## src/rtl/serial_rx.sv

```systemverilog
// UART-style serial receiver: 2-flop synchronizer, mid-bit sampling, 8N1 frames.
// Define SERIAL_RX_PARITY_EN to receive 8E1 frames and report parity errors.
module serial_rx #(
    parameter int SYSTEM_CLOCK = 100000000,
    parameter int BAUD_RATE    = 115200
) (
    input  logic       clk,
    input  logic       rst_n,
    input  logic       rx,
    output logic [7:0] rx_data,
    output logic       rx_dv,
    output logic       frame_err,
    output logic       parity_err
);

    localparam int CLKS_PER_BIT = SYSTEM_CLOCK / BAUD_RATE;
    localparam int HALF_BIT     = CLKS_PER_BIT / 2;
    localparam int CNT_W        = (CLKS_PER_BIT > 1) ? $clog2(CLKS_PER_BIT) : 1;

    localparam logic [CNT_W-1:0] BIT_LIM  = CNT_W'(CLKS_PER_BIT - 1);
    localparam logic [CNT_W-1:0] HALF_LIM = CNT_W'((HALF_BIT > 0) ? HALF_BIT - 1 : 0);

    localparam logic [2:0] IDLE   = 3'd0;
    localparam logic [2:0] START  = 3'd1;
    localparam logic [2:0] DATA   = 3'd2;
    localparam logic [2:0] STOP   = 3'd3;
`ifdef SERIAL_RX_PARITY_EN
    localparam logic [2:0] PARITY = 3'd4;
`endif

    logic             rx_m_q, rx_s_q;
    logic [2:0]       state_q, state_d;
    logic [CNT_W-1:0] cnt_q, cnt_d;
    logic [2:0]       bit_idx_q, bit_idx_d;
    logic [7:0]       shift_q, shift_d;
    logic [7:0]       rx_data_q, rx_data_d;
    logic             rx_dv_q, rx_dv_d;
    logic             frame_err_q, frame_err_d;
`ifdef SERIAL_RX_PARITY_EN
    logic             par_bad_q, par_bad_d;
    logic             parity_err_q, parity_err_d;
`endif

    logic rx_s;
    logic at_bit_end;
    assign rx_s       = rx_s_q;
    assign at_bit_end = (cnt_q == BIT_LIM);

    always_comb begin
        state_d     = state_q;
        cnt_d       = cnt_q;
        bit_idx_d   = bit_idx_q;
        shift_d     = shift_q;
        rx_data_d   = rx_data_q;
        rx_dv_d     = 1'b0;
        frame_err_d = 1'b0;
`ifdef SERIAL_RX_PARITY_EN
        par_bad_d    = par_bad_q;
        parity_err_d = 1'b0;
`endif
        case (state_q)
            IDLE: begin
                cnt_d = '0;
                if (!rx_s) state_d = START;
            end
            START: begin
                if (cnt_q == HALF_LIM) begin
                    cnt_d     = '0;
                    bit_idx_d = '0;
                    state_d   = rx_s ? IDLE : DATA;
                end else begin
                    cnt_d = cnt_q + CNT_W'(1);
                end
            end
            DATA: begin
                if (at_bit_end) begin
                    cnt_d     = '0;
                    shift_d   = {rx_s, shift_q[7:1]};
                    bit_idx_d = bit_idx_q + 3'd1;
                    if (bit_idx_q == 3'd7) begin
`ifdef SERIAL_RX_PARITY_EN
                        state_d = PARITY;
`else
                        state_d = STOP;
`endif
                    end
                end else begin
                    cnt_d = cnt_q + CNT_W'(1);
                end
            end
`ifdef SERIAL_RX_PARITY_EN
            PARITY: begin
                if (at_bit_end) begin
                    cnt_d     = '0;
                    // Even parity: data bits plus parity bit must XOR to zero.
                    par_bad_d = rx_s ^ (^shift_q);
                    state_d   = STOP;
                end else begin
                    cnt_d = cnt_q + CNT_W'(1);
                end
            end
`endif
            STOP: begin
                if (at_bit_end) begin
                    // Leave mid stop bit so a directly following start edge is caught.
                    cnt_d   = '0;
                    state_d = IDLE;
                    if (!rx_s) begin
                        frame_err_d = 1'b1;
`ifdef SERIAL_RX_PARITY_EN
                    end else if (par_bad_q) begin
                        parity_err_d = 1'b1;
`endif
                    end else begin
                        rx_dv_d   = 1'b1;
                        rx_data_d = shift_q;
                    end
                end else begin
                    cnt_d = cnt_q + CNT_W'(1);
                end
            end
            default: begin
                state_d = IDLE;
                cnt_d   = '0;
            end
        endcase
    end

    always_ff @(posedge clk or negedge rst_n) begin
        if (!rst_n) begin
            rx_m_q      <= 1'b1;
            rx_s_q      <= 1'b1;
            state_q     <= IDLE;
            cnt_q       <= '0;
            bit_idx_q   <= '0;
            shift_q     <= '0;
            rx_data_q   <= 8'h00;
            rx_dv_q     <= 1'b0;
            frame_err_q <= 1'b0;
        end else begin
            rx_m_q      <= rx;
            rx_s_q      <= rx_m_q;
            state_q     <= state_d;
            cnt_q       <= cnt_d;
            bit_idx_q   <= bit_idx_d;
            shift_q     <= shift_d;
            rx_data_q   <= rx_data_d;
            rx_dv_q     <= rx_dv_d;
            frame_err_q <= frame_err_d;
        end
    end

`ifdef SERIAL_RX_PARITY_EN
    always_ff @(posedge clk or negedge rst_n) begin
        if (!rst_n) begin
            par_bad_q    <= 1'b0;
            parity_err_q <= 1'b0;
        end else begin
            par_bad_q    <= par_bad_d;
            parity_err_q <= parity_err_d;
        end
    end
    assign parity_err = parity_err_q;
`else
    assign parity_err = 1'b0;
`endif

    assign rx_data   = rx_data_q;
    assign rx_dv     = rx_dv_q;
    assign frame_err = frame_err_q;

endmodule

```

## config.mk

```make
export PLATFORM = sky130hd
export DESIGN_NAME = serial_rx
export DESIGN_NICKNAME = d
export VERILOG_FILES = /design/src/rtl/serial_rx.sv
export SDC_FILE = /design/constraint.sdc
export NUM_CORES = 1
export LEC_CHECK = 0
export CAP_MARGIN = 40
export CORE_MARGIN = 4
export CORE_UTILIZATION = 60
export DETAILED_ROUTE_END_ITERATION = 8
export PLACE_DENSITY = 0.88
export SKIP_LAST_GASP = 1
export SLEW_MARGIN = 20
export SYNTH_ARGS = -nofsm -noshare
export SYNTH_HDL_FRONTEND = slang
export SYNTH_SLANG_ARGS = --single-unit
export TNS_END_PERCENT = 5
```

## constraint.sdc

```tcl
create_clock -name clk -period 4.9 [get_ports clk]
set_input_delay 0.49 -clock clk [delete_from_list [all_inputs] [get_ports clk]]
set_output_delay 0.49 -clock clk [all_outputs]
set_load 0.005 [all_outputs]
```

==> impl_metrics.env <==
export IMPL_gp_congestion=0.794
export IMPL_die_h_um=58.9
export IMPL_finalSetupViolations=0
export IMPL_vias=968
export IMPL_grt_max_degree=36
export IMPL_worst_path_stages=5
export IMPL_avgSynthCellArea_um2=12.6
export IMPL_cts_setup_buffers=0
export IMPL_initial_utilization=0.627
export IMPL_antenna_found_initial=0
export IMPL_cts_path_max_buffers=2
export IMPL_crit_path_start_kind="register"
export IMPL_cts_hold_buffers=0
export IMPL_rsz0062_at_grt="no"
export IMPL_hold_viol_final=0
export IMPL_crit_type="register to register"
export IMPL_ctsResizeCount=0
export IMPL_syn_inst=123
export IMPL_synth_commonest_cells="dfrtp_1 (33), mux2_2 (16), nor2_1 (13), nand2_1 (8), xor2_1 (5)"
export IMPL_dp_hpwl_mm=1.92
export IMPL_cp_cell_sequence="ha_1 > and4bb_2 > nand3_1 > nor2_4 > mux2_2"
export IMPL_clock_fmax_mhz=500
export IMPL_finClkSkew_ps=17.6
export IMPL_drv_cap=0
export IMPL_crit_end="rx_data[3]"
export IMPL_dieArea_mm2=0.00347
export IMPL_worstSetupStartpoint="cnt_q[0]"
export IMPL_num_fill_cells=174
export IMPL_p_leak_uw=0.000850
export IMPL_grt_pass1_vias=1038
export IMPL_io_pins=14
export IMPL_synth_most_common_cell="dfrtp_1"
export IMPL_syn_nets=130
export IMPL_cp_num_buf_inv=0
export IMPL_vias_per_cell=5.66
export IMPL_reg2reg_depth=5
export IMPL_antenna_left=0
export IMPL_io_buffers=12
export IMPL_multi_input_area_um2=656
export IMPL_critical_path_arrival_ps=2230
export IMPL_async_reset_ff_frac=1.00
export IMPL_core_mm2=0.00248
export IMPL_reg2reg_from="cnt_q[0]"
export IMPL_hold_path_class="register to register"
export IMPL_status="finished clean"
export IMPL_syn_area_mm2=0.00155
export IMPL_fin_crit_sh=0.408
export IMPL_timing_rr_end="rx_data[3]"
export IMPL_first_iter_violations=23
export IMPL_synth_top_cell_area_share=0.532
export IMPL_die_width_um=58.9
export IMPL_cts_sinks=35
export IMPL_synth_edf_count=0
export IMPL_first_pass_iters=4
export IMPL_hold_slack_ps=364
export IMPL_synthDistinctLibCells=35
export IMPL_final_nets=147
export IMPL_ff2ff_setup_slack_ps=2900
export IMPL_drv_slew=0
export IMPL_yosysSeqAreaShare=0.566
export IMPL_cts_made_buffers=5
export IMPL_synth_area_leaders="dfrtp_1 (53%), mux2_2 (12%), dfstp_2 (3.4%)"
export IMPL_clockRootBuffer="clkbuf_4"
export IMPL_rows=18
export IMPL_crit_path_max_fanout=9
export IMPL_avgRoutedWirePerCell_um=16.1
export IMPL_peakVddDrop_mv=0.316
export IMPL_antenna_cells=0
export IMPL_cts_htree_levels=2
export IMPL_cts_tree="yes"
export IMPL_setup_tns_ps=0
export IMPL_cp_slowest_cell="dfrtp_1"
export IMPL_routed_wl_mm=2.75
export IMPL_synth_main_ff_cell="dfrtp_1"
export IMPL_min_period_ps=2000
export IMPL_grt_pass1_wl_mm=4.86
export IMPL_synth_largest_area_cell="dfrtp_1"
export IMPL_grt_usage=0.195
export IMPL_required_ps=5130
export IMPL_critPathCaptureType="register"
export IMPL_drive_gt1_frac=0.255
export IMPL_path_clk_slew_ps=100
export IMPL_register_area_um2=878
export IMPL_yosysWarnings=0
export IMPL_drc=0
export IMPL_path_delay_family="simple AND/OR/NAND/NOR gates"
export IMPL_area_growth_pct=16.2
export IMPL_gr_total_overflow=0
export IMPL_insertion_delay_ps=340
export IMPL_p_per_area_mw_per_mm2=307
export IMPL_critPathMaxStageDelay_ps=430
export IMPL_synth_seq_cells=35
[layer usage]
| layer | track usage | part of all wire |
|---|---|---|
| met3 | 0.0877 | 0.051 |
| met5 | 0 | 0 |
| met2 | 0.308 | 0.49 |
| met1 | 0.238 | 0.45 |
| met4 | 0.0680 | 0.014 |
[registers in the layout, summed over array words and instances (netlist names)]
register,cells
bit_idx_q,3
cnt_q,10
frame_err,1
rx_data,8
rx_dv,1
rx_m_q,1
rx_s,1
shift_q,8
state_q,2
[power breakdown]
part | switching (µW) | internal (µW) | total (µW) | leakage (µW)
clock | 96.7 | 159 | 256 | 0.0000525
combinational | 5.74 | 2.00 | 7.74 | 0.000330
sequential | 0.769 | 290 | 291 | 0.000467
[metrics by stage]
stage                     instances  worst slack, ps  total power [µW]  utilization  area [µm²]
after global routing            171             2820               575        0.728        1800
after detailed placement        163             2920               305        0.687        1700
after floorplan                 123             3160               297            -        1550
after global placement          163             2970               304        0.687        1700
final                           171             2900               555        0.728        1800
after CTS                       171             2920               561        0.728        1800
[worst min-delay path by stage]
stage                       from            to  slack, ps  cells past startpoint
after floorplan            rst_n  bit_idx_q[0]        190                      0
after global placement    rx_m_q          rx_s        350                      0
after detailed placement  rx_m_q          rx_s        350                      0
after CTS                 rx_m_q          rx_s        370                      0
after global routing      rx_m_q          rx_s        370                      0
final                     rx_m_q          rx_s        360                      0
[cells by family after synthesis]
group | after synthesis | share of synthesized area
compound gates | 9 | 0.0508
xor+xnor | 8 | 0.0451
fa+ha+maj | 4 | 0.0322
buf+inv | 4 | 0.0121
flops | 35 | 0.566
mux | 16 | 0.116
other cells | 1 | 0.00242
simple gates | 46 | 0.176
[placed cells by master, fill, tap and decap left out, types with 2 or more instances in the layout]
cell and instances:
a211o_1 2, bufinv_16 2, clkbuf_4 5, clkdlybuf4s50_1 12, dfrtp_1 33, dfstp_2 2, ha_1 4, mux2_2 16
nand2_1 8, nand2b_1 3, nand3_1 4, nor2_1 13, nor2_4 2, nor2b_1 2, nor3_1 3, nor3b_1 2
o22a_1 2, xnor2_1 3, xor2_1 5
[layout make-up]
class | instances | area share
flip-flops and latches | 35 | 0.487
multi-input cells | 84 | 0.363
repair buffers | 13 | 0.0707
clock inverters | 2 | 0.0333
clock buffers | 6 | 0.0229
well taps | 30 | 0.0208
inverters | 1 | 0.00208
[worst reg2reg max path, delay by kind of cell, from the launching register on]
| kind | cells | cell delay (ps) |
|---|---|---|
| flops | 1 | 430 |
| simple gates | 3 | 850 |
| fa+ha+maj | 1 | 230 |
| mux | 1 | 380 |
Note: power is estimated with default switching activity, not from simulation.
